`src/rtl/hazard_pkg.sv`:
```
// Shared types and constants for the pipeline hazard sequencer.
//   state_e    : sequencer states (RUN, MEM_WAIT)
//   ctrl_t     : bundle of the six pipeline control outputs
//   CTRL_*     : canonical control patterns (idle, branch flush, hold, load-use)
package hazard_pkg;

    localparam int REG_W_DEF = 5;

    typedef enum logic {
        RUN      = 1'b0,
        MEM_WAIT = 1'b1
    } state_e;

    typedef struct packed {
        logic pc_write;
        logic ifid_write;
        logic ifid_flush;
        logic idex_bubble;
        logic exmem_flush;
        logic pipe_hold;
    } ctrl_t;

    localparam ctrl_t CTRL_IDLE = '{pc_write: 1'b1, ifid_write: 1'b1, ifid_flush: 1'b0,
                                    idex_bubble: 1'b0, exmem_flush: 1'b0, pipe_hold: 1'b0};

    // Branch redirect: PC loads the target while the wrong-path front end is squashed.
    localparam ctrl_t CTRL_BRANCH = '{pc_write: 1'b1, ifid_write: 1'b1, ifid_flush: 1'b1,
                                      idex_bubble: 1'b1, exmem_flush: 1'b1, pipe_hold: 1'b0};

    localparam ctrl_t CTRL_HOLD = '{pc_write: 1'b0, ifid_write: 1'b0, ifid_flush: 1'b0,
                                    idex_bubble: 1'b0, exmem_flush: 1'b0, pipe_hold: 1'b1};

    localparam ctrl_t CTRL_LU = '{pc_write: 1'b0, ifid_write: 1'b0, ifid_flush: 1'b0,
                                  idex_bubble: 1'b1, exmem_flush: 1'b0, pipe_hold: 1'b0};

endpackage

```
`src/rtl/hazard_ctrl_sat_counter.sv`:
```
// Saturating up-counter used for the hazard statistics.
//   clk     : clock
//   reset   : asynchronous active-high reset, clears the count
//   inc_i   : increment request for this cycle
//   count_o : current count, sticks at all-ones
module sat_counter #(
    parameter int WIDTH = 32
) (
    input  logic             clk,
    input  logic             reset,
    input  logic             inc_i,
    output logic [WIDTH-1:0] count_o
);

    logic [WIDTH-1:0] count_q;
    logic [WIDTH-1:0] count_d;

    always_comb begin
        count_d = count_q;
        if (inc_i && !(&count_q)) begin
            count_d = count_q + 1'b1;
        end
    end

    always_ff @(posedge clk or posedge reset) begin
        if (reset) begin
            count_q <= '0;
        end else begin
            count_q <= count_d;
        end
    end

    assign count_o = count_q;

endmodule

```
`src/rtl/hazard_ctrl.sv`:
```
// Stall/flush sequencer for the 5-stage pipeline. Resolves taken branches,
// data-memory waits and load-use hazards (in that priority) into Mealy control
// strobes, and keeps saturating statistics plus a sticky memory-wait watchdog.
//   clk, reset          : clock, asynchronous active-high reset
//   IFID_rs1/rs2        : source registers of the instruction in ID
//   IFID_uses_rs2       : ID instruction actually reads rs2
//   IDEX_MemRead/rd     : instruction in EX is a load, and its destination
//   branch_taken        : one-cycle strobe from EX/MEM
//   dmem_req/dmem_ready : MEM-stage access issued / completed this cycle
//   PC_Write ... pipe_hold : pipeline control (same-cycle)
//   mem_timeout         : sticky, set after MAX_WAIT unfinished wait cycles
//   stall_cycles        : cycles with PC_Write=0 (saturating)
//   flush_events        : cycles with IFID_Flush=1 (saturating)
//
// state    | meaning
// RUN      | normal flow; branch, new memory wait or load-use handled here
// MEM_WAIT | data access outstanding; whole pipe frozen, branches deferred
module hazard_ctrl
    import hazard_pkg::*;
#(
    parameter int REG_W    = REG_W_DEF,
    parameter int CNT_W    = 32,
    parameter int MAX_WAIT = 64
) (
    input  logic             clk,
    input  logic             reset,
    input  logic [REG_W-1:0] IFID_rs1,
    input  logic [REG_W-1:0] IFID_rs2,
    input  logic             IFID_uses_rs2,
    input  logic             IDEX_MemRead,
    input  logic [REG_W-1:0] IDEX_rd,
    input  logic             branch_taken,
    input  logic             dmem_req,
    input  logic             dmem_ready,
    output logic             PC_Write,
    output logic             IFID_Write,
    output logic             IFID_Flush,
    output logic             IDEX_Bubble,
    output logic             EXMEM_Flush,
    output logic             pipe_hold,
    output logic             mem_timeout,
    output logic [CNT_W-1:0] stall_cycles,
    output logic [CNT_W-1:0] flush_events
);

    localparam int                WAIT_W    = $clog2(MAX_WAIT + 1);
    localparam logic [WAIT_W-1:0] WAIT_MAX  = WAIT_W'(MAX_WAIT);
    localparam logic [WAIT_W-1:0] WAIT_LAST = WAIT_W'(MAX_WAIT - 1);

    state_e            state_q, state_d;
    logic              pend_br_q, pend_br_d;
    logic [WAIT_W-1:0] wait_cnt_q, wait_cnt_d;
    logic              mem_timeout_q, mem_timeout_d;
    logic              wait_inc;
    logic              wait_clr;
    logic              load_use;
    ctrl_t             ctrl;

    // A load into x0 never creates a dependency.
    assign load_use = IDEX_MemRead && (IDEX_rd != '0) &&
                      ((IDEX_rd == IFID_rs1) || (IFID_uses_rs2 && (IDEX_rd == IFID_rs2)));

    always_comb begin
        ctrl      = CTRL_IDLE;
        state_d   = state_q;
        pend_br_d = pend_br_q;
        wait_inc  = 1'b0;
        wait_clr  = 1'b0;
        case (state_q)
            RUN: begin
                if (branch_taken) begin
                    // Redirect now; a coincident memory wait still freezes from next cycle.
                    ctrl = CTRL_BRANCH;
                    if (dmem_req && !dmem_ready) begin
                        state_d = MEM_WAIT;
                    end
                end else if (dmem_req && !dmem_ready) begin
                    ctrl    = CTRL_HOLD;
                    state_d = MEM_WAIT;
                end else if (load_use) begin
                    ctrl = CTRL_LU;
                end
            end
            MEM_WAIT: begin
                if (!dmem_ready) begin
                    ctrl     = CTRL_HOLD;
                    wait_inc = 1'b1;
                    if (branch_taken) begin
                        pend_br_d = 1'b1;
                    end
                end else begin
                    state_d  = RUN;
                    wait_clr = 1'b1;
                    if (pend_br_q || branch_taken) begin
                        ctrl      = CTRL_BRANCH;
                        pend_br_d = 1'b0;
                    end else if (load_use) begin
                        ctrl = CTRL_LU;
                    end
                end
            end
            default: state_d = RUN;
        endcase
        if (reset) begin
            ctrl = CTRL_IDLE;
        end
    end

    always_comb begin
        wait_cnt_d    = wait_cnt_q;
        mem_timeout_d = mem_timeout_q;
        if (wait_clr) begin
            wait_cnt_d = '0;
        end else if (wait_inc) begin
            if (wait_cnt_q != WAIT_MAX) begin
                wait_cnt_d = wait_cnt_q + 1'b1;
            end
            if (wait_cnt_q >= WAIT_LAST) begin
                mem_timeout_d = 1'b1;
            end
        end
    end

    always_ff @(posedge clk or posedge reset) begin
        if (reset) begin
            state_q       <= RUN;
            pend_br_q     <= 1'b0;
            wait_cnt_q    <= '0;
            mem_timeout_q <= 1'b0;
        end else begin
            state_q       <= state_d;
            pend_br_q     <= pend_br_d;
            wait_cnt_q    <= wait_cnt_d;
            mem_timeout_q <= mem_timeout_d;
        end
    end

    sat_counter #(.WIDTH(CNT_W)) u_stall_cnt (
        .clk     (clk),
        .reset   (reset),
        .inc_i   (!ctrl.pc_write),
        .count_o (stall_cycles)
    );

    sat_counter #(.WIDTH(CNT_W)) u_flush_cnt (
        .clk     (clk),
        .reset   (reset),
        .inc_i   (ctrl.ifid_flush),
        .count_o (flush_events)
    );

    assign PC_Write    = ctrl.pc_write;
    assign IFID_Write  = ctrl.ifid_write;
    assign IFID_Flush  = ctrl.ifid_flush;
    assign IDEX_Bubble = ctrl.idex_bubble;
    assign EXMEM_Flush = ctrl.exmem_flush;
    assign pipe_hold   = ctrl.pipe_hold;
    assign mem_timeout = mem_timeout_q;

endmodule
```
`config.mk`:
```
export PLATFORM = sky130hd
export DESIGN_NAME = hazard_ctrl
export DESIGN_NICKNAME = d
export VERILOG_FILES = /design/src/rtl/hazard_pkg.sv /design/src/rtl/hazard_ctrl_sat_counter.sv /design/src/rtl/hazard_ctrl.sv
export SDC_FILE = /design/constraint.sdc
export NUM_CORES = 1
export LEC_CHECK = 0
export ABC_AREA = 1
export CAP_MARGIN = 40
export CORE_AREA = 2 2 89 125
export DETAILED_ROUTE_END_ITERATION = 8
export DIE_AREA = 0 0 91 127
export PLACE_DENSITY = 0.76
export SYNTH_ARGS = -nofsm -noshare
export SYNTH_HDL_FRONTEND = slang
export SYNTH_SLANG_ARGS = --single-unit
```
`constraint.sdc`:
```
create_clock -name clk -period 2.4 [get_ports clk]
set_input_delay 0.72 -clock clk [delete_from_list [all_inputs] [get_ports clk]]
set_output_delay 0.72 -clock clk [all_outputs]
set_load 0.02 [all_outputs]
```
* Word-level counts from Yosys, hierarchy flattened
Index checks and enable logic that the tools add are counted.
Storage, ports and cells: logic and storage cells 56, output and inout bits 71, register bits after elaboration 74, bits of input ports 22
Cells by class: magnitude comparators 1, multiplexer cells 19, $add $sub $neg 3, reduce and logical (&&, ||, !) cells 21, bitwise gates (word level) 2, equal/unequal tests 4
Operators with widths (number):
- adder 32 x 1 -> 32 bit (second input constant) | 2
- AND reduction 32 bit | 2
- two-way mux 6 bit | 6
- two-way mux 7 bit | 3
- one-hot mux 6 bit (2 select lines) | 1
- equality test 5 bit | 2
- two-way mux 1 bit | 8
- adder 7 x 1 -> 7 bit (second input constant) | 1
- >= comparator 7 x 6 -> 1 bit (second input constant) | 1
- inequality test 7 bit (second input constant) | 1
- logical AND 1 bit | 6
- AND reduction 3 bit | 2
- nonzero test 2 bit | 3
- nonzero test 5 bit | 1
- zero test 1 bit | 4
- logical OR 1 bit | 2
- inequality test 2 x 1 -> 1 bit (second input constant) | 1
- inverter 1 bit | 2
- one-hot mux 1 bit (2 select lines) | 1
- AND reduction 2 bit | 1

* Longest topological paths before layout
Gate-level depths: netlist (run 1).
depth in word-level cells 11, gate-level depth with buffers 12, depth with buffers taken out 12

* Hierarchy
A second synthesis (run 1) with hierarchy kept.
Second synthesis, totals: cell total of the unflattened synthesis 842, area, all modules 5253.8 sq um
By module, submodules not included:
- sat_counter (u_stall_cnt) | cells an instance 351, area an instance 2220.9 sq um, seq. area each 800.8 sq um, times used 1
- sat_counter (u_flush_cnt) | cells an instance 351, area an instance 2167.1 sq um, seq. area each 800.8 sq um, times used 1
- hazard_ctrl | cells an instance 140, area an instance 865.8 sq um, seq. area each 250.2 sq um, times used 1

* Least setup slack after synthesis (run 1)
OpenSTA, ideal clock, no wires.
path type input to register, start input port reset, end register u_stall_cnt.count_q[3] (netlist: u_stall_cnt.count_o[3]), stages on the path 5, data arrival time 3468 ps, setup time 65 ps, setup slack -1133 ps, data required time 2335 ps, path buffers 1, path through clkinv_1 > nand4_4 > buf_6 > nand2_1 > nand2_1
On the way: word-level cells in the longest chain between the ends 3
Ends and longest elaborated chain:
- start: declaration | RTL line hazard_ctrl.sv:26 | input logic reset,
- two-way mux 6 bit | RTL line hazard_ctrl.sv:104 | if (reset) begin
- zero test 1 bit | RTL line hazard_ctrl.sv:141 | .inc_i (!ctrl.pc_write),
- logical AND 1 bit | RTL line hazard_ctrl_sat_counter.sv:20 | if (inc_i && !(&count_q)) begin
- end signal: assignment | RTL line hazard_ctrl_sat_counter.sv:29 | count_q <= count_d;
- end: declaration | RTL line hazard_ctrl_sat_counter.sv:15 | logic [WIDTH-1:0] count_q;
No other way between the ends. A chain may end at the register's enable or synchronous reset.

* Worst setup path in the final report (run 1)
start input port IDEX_rd[1], end output port IDEX_Bubble
On the way: word-level cells in the longest chain between the ends 9, elaborated cells between the ends (all ways) 14, classes of those cells eq/ne (2); mux (7); reduce/logical (5)
Ends and longest elaborated chain:
- start: declaration | RTL line hazard_ctrl.sv:31 | input logic [REG_W-1:0] IDEX_rd,
- equality test 5 bit | RTL line hazard_ctrl.sv:61 | ((IDEX_rd == IFID_rs1) || (IFID_uses_rs2 && (IDEX_rd == IFID_rs2)));
- logical AND 1 bit | RTL line hazard_ctrl.sv:61
- logical OR 1 bit | RTL line hazard_ctrl.sv:61
- logical AND 1 bit * | RTL line hazard_ctrl.sv:60 | assign load_use = IDEX_MemRead && (IDEX_rd != '0) &&
- two-way mux 6 bit * | RTL line hazard_ctrl.sv:80, hazard_ctrl.sv:97
- two-way mux 6 bit (on tied branches) | RTL line hazard_ctrl.sv:94, hazard_ctrl.sv:77
- two-way mux 6 bit (on tied branches) | RTL line hazard_ctrl.sv:85, hazard_ctrl.sv:71
- one-hot mux 6 bit (2 select lines) * | RTL line hazard_ctrl.sv:69 | case (state_q)
- two-way mux 6 bit * | RTL line hazard_ctrl.sv:104
- end: declaration | RTL line hazard_ctrl.sv:38 | output logic IDEX_Bubble,
Mark *: on every way between the ends. The rest lies on a longest branch, timed or not.

==> impl_metrics.toml, run 1 <==
[power_and_ir_drop]
p_switching_mw = 1.254
p_sw_frac = 0.3147
p_total_mw = 3.985
leakage_nw = 3.050
combinationalPowerShare = 0.244
pwr-share-clk = 0.372
vdd_drop_max_v = 0.0004424
p_int_mw = 2.731
seqPwrFrac = 0.384
power_density_nw_per_um2 = 613.4

[floorplanning]
fp.dieW_microns = 91
core-area_sq_um = 10350
dieArea_sq_um = 11560
rows = 44
start_util = 0.4704
ioPinCount = 93
die_h_microns = 127

[global_route]
grt_start_max_net_pins = 43
grt_pass1_wl_mm = 22.58
grt_pass1_vias = 4920
overflow = 0
grt_antenna_before_repair = 1
grtUsageTotal = 0.2416

[timing]
final_hold_viol_count = 0
fin_crit_sh = 1.049
min_period_ps = 2517
hold_slack_ps = 488.5
slew_headroom = 0.6427
skew_ps = 7.425
fmax_mhz = 397.3
rsz0062_at_grt = "yes"
drv_slew = 0
setup_ws_ps = -116.8
setup_viol = 3
worst_pin_slew_ps = 536.0

[run]
cap_violations = 0

[setup_path]
crit_cells = 12
cp_slowest_cell = "buf_4"
path_max_fanout = 3
cp_data_required_time_ps = 1680
arrival_ps = 1800
crit_chain = "buf_12 > clkinv_8 > nand2_4 > nand2_2 > nor2_2 > nand3_1 > nand2_2 > nand2_1 > nand2_1 > nand2_1 > a21oi_1 > buf_4"
endpoint_kind = "output port"
slowest_delay_ps = 160
crit_type = "in2out"
crit_top_cell = "nand2_1"
rr_worst_depth = 11
cpLargestDelayFamily = "simple AND/OR/NAND/NOR gates"
path_buf_inv = 3
start_kind = "input pin"

[yosys]
synth-main-ff-cell = "dfrtp_1"
ys_ff_latch = 74
syn_inst = 662
synthTopCellsByArea = "dfrtp_1 (38%), nand2_1 (16%), xor2_1 (6.7%)"
synth_area_sq_um = 4868
synth_cell_types = 34
yosysWarnings = 0
synthesis.nets = 688
synth_edf_count = 0
synth_area_leader_cell = "dfrtp_1"
synth-async-reset-ratio = 1.000
seq_area_frac_synth = 0.3804
synth_top_area_frac = 0.3804
avgSynthCellArea_sq_um = 7.354

[clock_tree]
cts_buffer_depth = 2
clkTransAtPathRegs_ps = 60
htree_levels = 3
clock_sinks = 74
clkLatencyLatePin_ps = 350
numCtsBuffers = 9
cts_tree = "done"
cts_root_buf = "clkbuf_16"

[placement]
placed_area_sq_um = 6083
gp_congestion = 0.9517
place_hpwl_mm = 9.947
io_buffers = 92
place_inst = 906

[cells_and_area]
finalNonFillerCells = 927
drive_gt1_frac = 0.1662
fin_nets = 809
syn_to_final_growth_pct = 33.44
mostFrequentLayoutCell = "nand2_1"
design_area_sq_um = 6496
finish.utilization = 0.6277
most-common-layout-cells = "nand2_1 (201), dfrtp_1 (74), nor2_1 (69)"

[status]
violations = "setup timing"
status = "finished with violations"

[routing]
drt-total-wl_mm = 13.50
ant_nets = 0
drt-pass1-iter-count = 5
vias_per_cell = 5.209
wl_per_cell_microns = 14.57
drt_iter0_markers = 219
vias = 4829
drc = 0

[worst_hold_path]
hold_class = "reg2reg"
hold_depth = 2
-- per-stage QoR --
step	TNS, ps	setup WS (ps)
final	-328.8	-116.8
after detailed placement	-29230	-1109
after floorplan	-108.1	-108.1
after global routing	-537.8	-183.2
after CTS	-342.4	-116.1
after global placement	-25370	-1049
-- layout make-up --
class,instances,area [sq um]
well taps,138,172.7
inverters,79,320.3
repair buffers,126,1181
clock inverters,5,77.57
flip-flops and latches,74,1852
diodes,1,2.502
clock buffers,11,242.7
fillers,937,3854
multi-input cells,493,2648
-- worst paths after layout --
path                            slack [ps]                                   to                          startpoint
worst max-delay path                  -120                          IDEX_Bubble                          IDEX_rd[1]
worst min-delay path                   490              mem_timeout$_DFFE_PP0P_             mem_timeout$_DFFE_PP0P_
max in group asynchronous             1030   u_flush_cnt.count_o[0]$_DFFE_PP0P_                               reset
min in group asynchronous              620  u_stall_cnt.count_o[22]$_DFFE_PP0P_                               reset
worst min register to register         490              mem_timeout$_DFFE_PP0P_             mem_timeout$_DFFE_PP0P_
worst max register to register         350  u_flush_cnt.count_o[27]$_DFFE_PP0P_  u_flush_cnt.count_o[1]$_DFFE_PP0P_
-- registers in the layout, summed over array words and instances (netlist names) --
| name | cells |
|---|---|
| wait_cnt_q | 7 |
| pend_br_q | 1 |
| u_flush_cnt.count_o | 32 |
| state_q | 1 |
| mem_timeout | 1 |
| u_stall_cnt.count_o | 32 |
-- cells in the mapped netlist (3+ instances only) --
| cell type | count |
|---|---|
| a21oi_1 | 4 |
| buf_4 | 3 |
| buf_6 | 11 |
| dfrtp_1 | 74 |
| ha_1 | 4 |
| inv_1 | 69 |
| inv_2 | 9 |
| nand2_1 | 210 |
| nand2_2 | 6 |
| nand3_1 | 26 |
| nand4_1 | 46 |
| nor2_1 | 75 |
| nor2_2 | 5 |
| nor3_1 | 23 |
| nor3_2 | 5 |
| o21ai_0 | 11 |
| o21ai_1 | 5 |
| xnor2_1 | 19 |
| xor2_1 | 37 |
-- worst reg2reg max path: stages, from the launching register on --
cell and delay [ps]:
dfrtp_1 400, ha_1 180, inv_1 50, nor2_1 190
nand2_1 100, nor2_1 170, nand3_1 130, nand2_2 250
inv_2 140, buf_4 200, nand2_1 70, o21ai_1 60
-- cell families (layout without fill, tap and decap cells) --
logic type / Yosys count / count (layout) / synth area share
xor+xnor: 56 / 56 / 0.1007
fa+ha+maj: 4 / 4 / 0.01028
compound gates: 24 / 24 / 0.02853
flops: 74 / 74 / 0.3804
buf+inv: 95 / 221 / 0.09303
other cells: 0 / 1 / 0
simple gates: 409 / 409 / 0.3870
-- repair_timing --
action	4_1_cts	5_1_grt
setup buffers	2	2
pin swaps	25	16
endpoints found under the setup margin	38	6
hold buffers	0	0
resized for setup	116	31
-- power groups by stage --
stage	Combinational [mW]	Clock [mW]	Sequential, mW
CTS	0.963	1.48	1.53
detailed placement	0.951	0	1.55
floorplan	0.437	0	1.65
global route	1.07	1.55	1.55
global placement	0.918	0	1.54
finish	0.974	1.48	1.53
-- metal layers --
metal	wire length (microns)	vias up	global-route usage
li1	-	2354	-
met4	504	0	0.1301
met2	7147	171	0.4357
met1	5209	2263	0.2690
met5	0	-	0
met3	643	41	0.04304
No activity file was read; power rests on OpenSTA's default activity.
==> run 2, diff against run 1 <==
--- a/config.mk
+++ b/config.mk
@@ -7,10 +7,10 @@
 export LEC_CHECK = 0
 export ABC_AREA = 1
 export CAP_MARGIN = 40
-export CORE_AREA = 2 2 89 125
+export CORE_AREA = 2 2 82 115
 export DETAILED_ROUTE_END_ITERATION = 8
-export DIE_AREA = 0 0 91 127
-export PLACE_DENSITY = 0.76
+export DIE_AREA = 0 0 84 117
+export PLACE_DENSITY = 0.84
 export SYNTH_ARGS = -nofsm -noshare
 export SYNTH_HDL_FRONTEND = slang
 export SYNTH_SLANG_ARGS = --single-unit
==> constraint.sdc (replaced) <==
create_clock -name clk -period 2.9 [get_ports clk]
set_input_delay 0.87 -clock clk [delete_from_list [all_inputs] [get_ports clk]]
set_output_delay 0.87 -clock clk [all_outputs]
set_load 0.02 [all_outputs]
==> run 2 against run 1 <==
  * The run now ends clean
  * Clock-buffer cell count is 1 lower
  * Global-route usage is 2.8 points higher
  * Critical path depth is 5 lower
  * Via count is 0.23% lower
  * Flip-flop and latch count stayed put
  * Core utilization is 7.5 points higher
  * Clock power is 18% lower
  * Register-to-register slack better by 320 ps
  * Combinational power is 20% lower
  * Worst hold slack worse by 8.4 ps
  * Wire length is 3.4% lower
  * Critical endpoint is now PC_Write
  * Largest cell class unchanged
  * Highest routed layer unchanged
==> impl_metrics.toml, run 2 (synthesis gave the netlist of run 1 again) <==
[status]
status = "finished, final reports clean"

[routing]
ant_nets = 0
vias_per_cell = 5.469
drt-total-wl_mm = 13.04
wl_per_cell_microns = 14.80
drt_iter0_markers = 223
drc = 0
drt-pass1-iter-count = 5
vias = 4818

[global_route]
grt_pass1_wl_mm = 21.24
grt_pass1_vias = 4907
grtUsageTotal = 0.2695
overflow = 0
grt_start_max_net_pins = 43
grt_antenna_before_repair = 0

[worst_hold_path]
min_from = "mem_timeout$_DFFE_PP0P_"
hold_depth = 2
hold_class = "reg2reg"
min_to = "mem_timeout$_DFFE_PP0P_"

[timing]
setup_viol = 0
drv_slew = 0
setup_tns_ps = 0
fin_crit_sh = 0.9915
skew_ps = 6.621
final_hold_viol_count = 0
min_period_ps = 2875
fmax_mhz = 347.8
slew_headroom = 0.6303
worst_pin_slew_ps = 548.7
rsz0062_at_grt = "no"

[clock_tree]
clock_sinks = 74
numCtsBuffers = 9
clkLatencyLatePin_ps = 340
cts_buffer_depth = 2
cts_tree = "done"
cts_root_buf = "clkbuf_16"
htree_levels = 3
clkTransAtPathRegs_ps = 60

[cells_and_area]
most-common-layout-cells = "nand2_1 (203), dfrtp_1 (74), nor2_1 (72)"
num_antenna_cells = 0
mostFrequentLayoutCell = "nand2_1"
n_fill_cell = 712
drive_gt1_frac = 0.1395
multi_input_area_sq_um = 2605
syn_to_final_growth_pct = 28.06
fin_nets = 795
register_area_sq_um = 1852
finalNonFillerCells = 881
design_area_sq_um = 6235

[power_and_ir_drop]
p_sw_frac = 0.3166
leakage_nw = 2.941
pwr-share-clk = 0.372
seqPwrFrac = 0.389
vdd_drop_max_v = 0.0004982
power_density_nw_per_um2 = 521.0
p_int_mw = 2.220
combinationalPowerShare = 0.239
p_switching_mw = 1.029

[floorplanning]
fp.dieW_microns = 84
start_util = 0.5486
die_h_microns = 117
ioPinCount = 93
rows = 41
dieArea_sq_um = 9828
core-area_sq_um = 8875

[setup_path]
rrSetupSlack_ps = 670
path_max_fanout = 3
endpoint_kind = "output port"
rr_startpoint = "u_stall_cnt.count_o[0]$_DFFE_PP0P_"
arrival_ps = 2010
start_kind = "input pin"
cp_data_required_time_ps = 2030
crit_type = "in2out"
r2r_end = "u_stall_cnt.count_o[24]$_DFFE_PP0P_"
rr_worst_depth = 10

[placement]
gp_congestion = 0.9329
place_inst = 862
place_hpwl_mm = 9.616
placed_area_sq_um = 5911
io_buffers = 92

[run]
cap_violations = 0
[run 2: cell types whose count changed in the layout (fill, tap and decap cells not counted), sizes merged]
cell,previous run,this run
inv,77,79
dlygate4sd2,5,2
clkdlybuf4s15,0,2
clkdlybuf4s50,65,68
clkinv,4,3
diode,1,0
dlymetal6s2s,1,0
buf,54,33
clkbuf,12,17
[run 2: what timing repair did]
action / in CTS / in global routing
buffers inserted: 3 / 0
resized for setup: 67 / 43
endpoints found under the setup margin: 6 / 4
cloned: 0 / 0
pin swaps: 17 / 22
hold buffers: 0 / 0
[run 2: worst max path at each step]
stage	slack [ps]	cells after the start	from	endpoint
floorplan	30	10	IDEX_rd[2]	PC_Write
global placement	-740	12	IDEX_rd[2]	IDEX_Bubble
detailed placement	-790	12	IDEX_rd[4]	IDEX_Bubble
CTS	2	10	IFID_rs1[1]	PC_Write
global route	3	7	IDEX_MemRead	IFID_Write
finish	20	7	IDEX_MemRead	PC_Write
[run 2: metrics by stage]
| stage | power [mW] | hold slack, ps | utilization | worst slack [ps] |
|---|---|---|---|---|
| after floorplan | 1.717 | 487.0 | - | 30.81 |
| after global placement | 2.010 | 452.0 | 0.6660 | -742.1 |
| after detailed placement | 2.048 | 468.2 | 0.6660 | -789.7 |
| after CTS | 3.251 | 486.5 | 0.7032 | 2.392 |
| after global routing | 3.390 | 502.3 | 0.7025 | 3.224 |
| final | 3.249 | 480.1 | 0.7025 | 24.73 |
[run 2: layout make-up]
class,instances,area share
multi-input combinational,493,0.4178
clock buffer,10,0.03672
tap,107,0.02147
timing repair buffer,112,0.1648
clock inverter,6,0.01445
sequential,74,0.2970
inverter,79,0.04776
[run 2: critical path, stage by stage]
cell	delay [ps]
clkdlybuf4s50_1	460
nand2_1	60
inv_2	90
nand3_4	90
a21oi_4	190
nand2_4	100
buf_6	140
[run 2: per-layer routing]
metal	vias up	share of wire	GRT usage
li1	2329	-	-
met4	0	0.046	0.1806
met2	170	0.52	0.4971
met3	48	0.045	0.04769
met1	2271	0.38	0.2811
met5	-	0	0
[run 2: power groups by stage]
stage / Sequential [mW] / Clock [mW] / Combinational, mW
2_1_floorplan: 1.36 / 0 / 0.355
3_3_place_gp: 1.27 / 0 / 0.738
3_5_place_dp: 1.28 / 0 / 0.771
4_1_cts: 1.26 / 1.22 / 0.773
5_1_grt: 1.28 / 1.27 / 0.845
6_report: 1.26 / 1.21 / 0.777
==> run 3, diff against run 2 <==
--- a/config.mk
+++ b/config.mk
@@ -7,9 +7,9 @@
 export LEC_CHECK = 0
 export ABC_AREA = 1
 export CAP_MARGIN = 40
-export CORE_AREA = 2 2 82 115
+export CORE_AREA = 8 8 88 121
 export DETAILED_ROUTE_END_ITERATION = 8
-export DIE_AREA = 0 0 84 117
+export DIE_AREA = 0 0 96 129
 export PLACE_DENSITY = 0.84
 export SYNTH_ARGS = -nofsm -noshare
 export SYNTH_HDL_FRONTEND = slang
==> run 3 against run 2 <==
  * Largest power group unchanged
  * Sequential share of layout area grew 0.11 points
  * Register-to-register slack lost 60 ps
  * Die area grew 26%
==> impl_metrics.toml, run 3 (synthesis gave the netlist of run 1 again) <==
[run]
cap_violations = 0

[setup_path]
crit_path_end = "PC_Write"
crit_chain = "clkdlybuf4s50_1 > nand2_1 > inv_2 > nand3_4 > a21oi_4 > nand2_4 > buf_6"
r2r_end = "u_stall_cnt.count_o[30]$_DFFE_PP0P_"
startpoint = "IDEX_MemRead"
crit_type = "in2out"
endpoint_kind = "output port"
start_kind = "input pin"
rrSetupSlack_ps = 610
rr_startpoint = "u_stall_cnt.count_o[0]$_DFFE_PP0P_"
cp_data_required_time_ps = 2030
rr_worst_depth = 10
path_max_fanout = 3
cp_slowest_cell = "clkdlybuf4s50_1"
arrival_ps = 1960
slowest_delay_ps = 460

[routing]
vias = 4741
drt_iter0_markers = 267
drt-total-wl_mm = 13.37
drt-pass1-iter-count = 4
ant_nets = 0
wl_per_cell_microns = 15.17
drc = 0
vias_per_cell = 5.381

[cells_and_area]
mostFrequentLayoutCell = "nand2_1"
drive_gt1_frac = 0.1447
syn_to_final_growth_pct = 27.58
most-common-layout-cells = "nand2_1 (199), dfrtp_1 (74), nor2_1 (71)"
fin_nets = 795
num_antenna_cells = 0

[clock_tree]
cts_tree = "done"
clkTransAtPathRegs_ps = 60
cts_root_buf = "clkbuf_16"
cts_buffer_depth = 2
clkLatencyLatePin_ps = 340
holdBufCountCts = 0
numCtsBuffers = 9
clock_sinks = 74
htree_levels = 3

[floorplanning]
fp.dieW_microns = 96
core-area_sq_um = 8875
rows = 41
die_h_microns = 129
start_util = 0.5486
ioPinCount = 93
dieArea_sq_um = 12380

[timing]
final_hold_viol_count = 0
skew_ps = 7.855
setup_tns_ps = 0
worst_pin_slew_ps = 572.9
drv_slew = 0
setup_ws_ps = 65.03
min_period_ps = 2835
fmax_mhz = 352.7
hold_slack_ps = 470.6
fin_crit_sh = 0.9776
setup_viol = 0
slew_headroom = 0.6152

[power_and_ir_drop]
p_total_mw = 3.036
power_density_nw_per_um2 = 488.8
leakage_nw = 2.927
vdd_drop_max_v = 0.0004468

[global_route]
grtUsageTotal = 0.2223
grt_antenna_before_repair = 0
grt_pass1_wl_mm = 21.84
grt_pass1_vias = 4856
overflow = 0
grt_start_max_net_pins = 39

[worst_hold_path]
min_from = "mem_timeout$_DFFE_PP0P_"
hold_depth = 2
hold_class = "reg2reg"

[placement]
dp_slack_ps = -785.6
gp_congestion = 0.9871
place_hpwl_mm = 10.28
io_buffers = 92

[status]
status = "finished, final reports clean"
==> run 3: area by class of cell <==
class	count	area, sq um
well taps	107	133.9
clock buffers	11	232.7
inverters	79	297.8
clock inverters	5	31.28
fillers	737	2664
flip-flops and latches	74	1852
multi-input cells	493	2620
repair buffers	112	1044
==> run 3: worst min path at each step <==
| stage | end |
|---|---|
| after detailed placement | mem_timeout$_DFFE_PP0P_ |
| after global routing | mem_timeout$_DFFE_PP0P_ |
| after global placement | mem_timeout$_DFFE_PP0P_ |
| after floorplan | pend_br_q$_DFFE_PP0P_ |
| final | mem_timeout$_DFFE_PP0P_ |
| after CTS | mem_timeout$_DFFE_PP0P_ |
==> run 3: through the flow <==
stage / util / cells / instance area [sq um]
3_3_place_gp: 0.6654 / 863 / 5906
3_5_place_dp: 0.6654 / 863 / 5906
4_1_cts: 0.6942 / 880 / 6161
2_1_floorplan: - / 662 / 4872
6_report: 0.6998 / 881 / 6211
5_1_grt: 0.6998 / 881 / 6211
==> run 3: what timing repair did <==
item | CTS | global route
resized for setup | 62 | 60
buffers inserted | 1 | 1
endpoints found under the setup margin | 6 | 6
pin swaps | 11 | 20
==> run 3: metal layers <==
metal  GRT usage  share of wire
met1      0.2363           0.39
met2      0.3848           0.51
met3     0.04371          0.043
met4      0.1444          0.050
met5           0              0
==> run 3: worst max-delay path, delay by kind of cell <==
kind / cells / cell delay (ps)
AOI/OAI and AO/OA: 1 / 170
buffers and inverters: 3 / 690
and+or+nand+nor: 3 / 240
==> run 3: power by group <==
group          internal, mW  total (mW)  switching [mW]  leakage, nW
clock network         0.576        1.00           0.427        0.129
registers              1.14        1.26           0.126        0.974
logic                 0.327       0.768           0.442         1.82
total                  2.04        3.04           0.995         2.93
==> RTL change (config.mk and constraints of run 1) <==
Make the reset (`reset`) synchronous in 2 clocked blocks. Comments in the files are not updated.
--- a/src/rtl/hazard_ctrl_sat_counter.sv
+++ b/src/rtl/hazard_ctrl_sat_counter.sv
@@ -22,7 +22,7 @@
         end
     end
 
-    always_ff @(posedge clk or posedge reset) begin
+    always_ff @(posedge clk) begin
         if (reset) begin
             count_q <= '0;
         end else begin
--- a/src/rtl/hazard_ctrl.sv
+++ b/src/rtl/hazard_ctrl.sv
@@ -121,7 +121,7 @@
         end
     end
 
-    always_ff @(posedge clk or posedge reset) begin
+    always_ff @(posedge clk) begin
         if (reset) begin
             state_q       <= RUN;
             pend_br_q     <= 1'b0;
Check against the original RTL: differs if reset is asserted again (counterexample within 4 cycles, from zero or initial values and one cycle with reset high); with reset held inactive, the same outputs for 10 cycles.
==> RTL change against run 1 <==
Worst setup slack better by 0.16 ns; sequential cell count stayed put; critical path depth is 5 lower; synthesized area is 2.9% lower; cell area is 3.6% lower; first-iteration DRC count is 24% lower; routed wire length is 0.16% lower.
Power is not compared: it rests on default switching activity, and its combinational part moved more than twofold at a synthesized area within 25%.
==> RTL change: results (changes against run 1) <==
metric;value;unit;change
grt_usage;23.5;%;-0.63 points
arrival;1.64;ns;-0.16 ns
grt_start_max_net_pins;42;;-2.3%
n_fill_cell;1028;;+9.7%
reg2reg_setup_slack;0.31;ns;-0.04 ns
met2_usage;43.9;%;+0.31 points
cp_max_fo;2;;-1
drt_iter0_markers;166;;-24%
place_ws;-0.875;ns;+0.233 ns
grt_pass1_wl;22.3;mm;-1.0%
diodes;0;;-1
worstReg2RegEnd;u_stall_cnt.count_o[5];;
grtUsageMet3;3.83;%;-0.47 points
synth-seq-area-share;31.3;%;-6.7 points
synth_nets;797;;+16%
cpMaxStageDelayCell;clkdlybuf4s15_1;;
met1_usage;25.0;%;-1.9 points
synth_commonest_cells;nand2_1, nor2_1, inv_1;;
relSlewSlack;64.3;%;about the same
clock.fmax;424;MHz;+6.7%
cts_buffers;9;;unchanged
drive_above_1_share;11.1;%;-5.6 points
cpPeakStageDelay;0.20;ns;+0.04 ns
synthAdderAreaFrac;1.06;%;+0.031 points
hp-start;wait_cnt_q[4];;
wirelength;13.5;mm;-0.16%
switching_power;669;µW;
outcome;finished, final reports clean;;
antenna_found_initial;0;;-1
synth_xor_area_share;6.11;%;-4.0 points
reg2reg_depth;10;;-1
nets;907;;+12%
synth_area_leaders;dfxtp_1, nand2_1, nor2_1, a21oi_1, inv_1;;
hold_end;wait_cnt_q[4];;
async_flop_share;0;%;-100 points
viasPerCell;5.11;;-1.9%
hpwl;10.1;mm;+1.7%
first_global_vias;4915;;-0.10%
fin_worst_skew;0.00896;ns;+0.00153 ns
RTL change: timing repair:
item / in CTS / in global routing
endpoints found under the setup margin: 23 / 4
resized for setup: 104 / 22
pin swaps: 21 / 21
setup buffers: 1 / 0
RTL change: worst max-delay path by stage:
stage,cells past startpoint,to,from
after detailed placement,10,IDEX_Bubble,IDEX_rd[3]
after floorplan,8,IDEX_Bubble,IDEX_rd[0]
after global placement,10,IDEX_Bubble,IDEX_rd[2]
after global routing,10,IDEX_Bubble,IDEX_rd[4]
after CTS,9,IFID_Write,dmem_ready
final,7,IDEX_Bubble,IFID_rs1[4]
RTL change: cell type report:
cell class	count	area share, %
Sequential cell	74	23.7
Clock inverter	5	0.859
Timing Repair Buffer	121	18.3
Tap cell	138	2.76
Multi-Input combinational cell	589	45.4
Clock buffer	11	3.88
Inverter	86	5.20
RTL change: power groups by stage:
stage	Combinational [µW]	Clock [µW]	Sequential (µW)
4_1_cts	217	1390	1240
2_1_floorplan	114	0	1270
3_3_place_gp	223	0	1270
3_5_place_dp	224	0	1270
6_report	227	1360	1240
5_1_grt	252	1440	1240
RTL change: critical path: cells and delay by family:
family,cells,cell delay (ns)
and+or+nand+nor,3,0.23
buffers and inverters,2,0.37
AOI/OAI and AO/OA,1,0.16
xor gates and xnor gates,1,0.15
RTL change: stage by stage:
step	utilization [%]	instance area [µm²]	std cells	power [µW]	hold slack, ns
floorplan	-	4730	771	1390	0.436
global placement	57.4	5940	1007	1490	0.454
detailed placement	57.4	5940	1007	1490	0.461
CTS	59.8	6190	1024	2840	0.470
global route	60.5	6260	1024	2930	0.501
finish	60.5	6260	1024	2830	0.467
RTL change: kinds of logic after synthesis:
family                     Yosys count
and+or+nand+nor                    471
buffers and inverters              108
AOI/OAI and AO/OA                   81
DFF                                 74
adders and majority gates            4
xor gates and xnor gates            33
RTL change: routing by layer:
metal,vias to the layer above,routed length (µm)
li1,2672,-
met1,2344,5100
met2,174,7070
met3,42,693
met4,0,620
met5,-,0
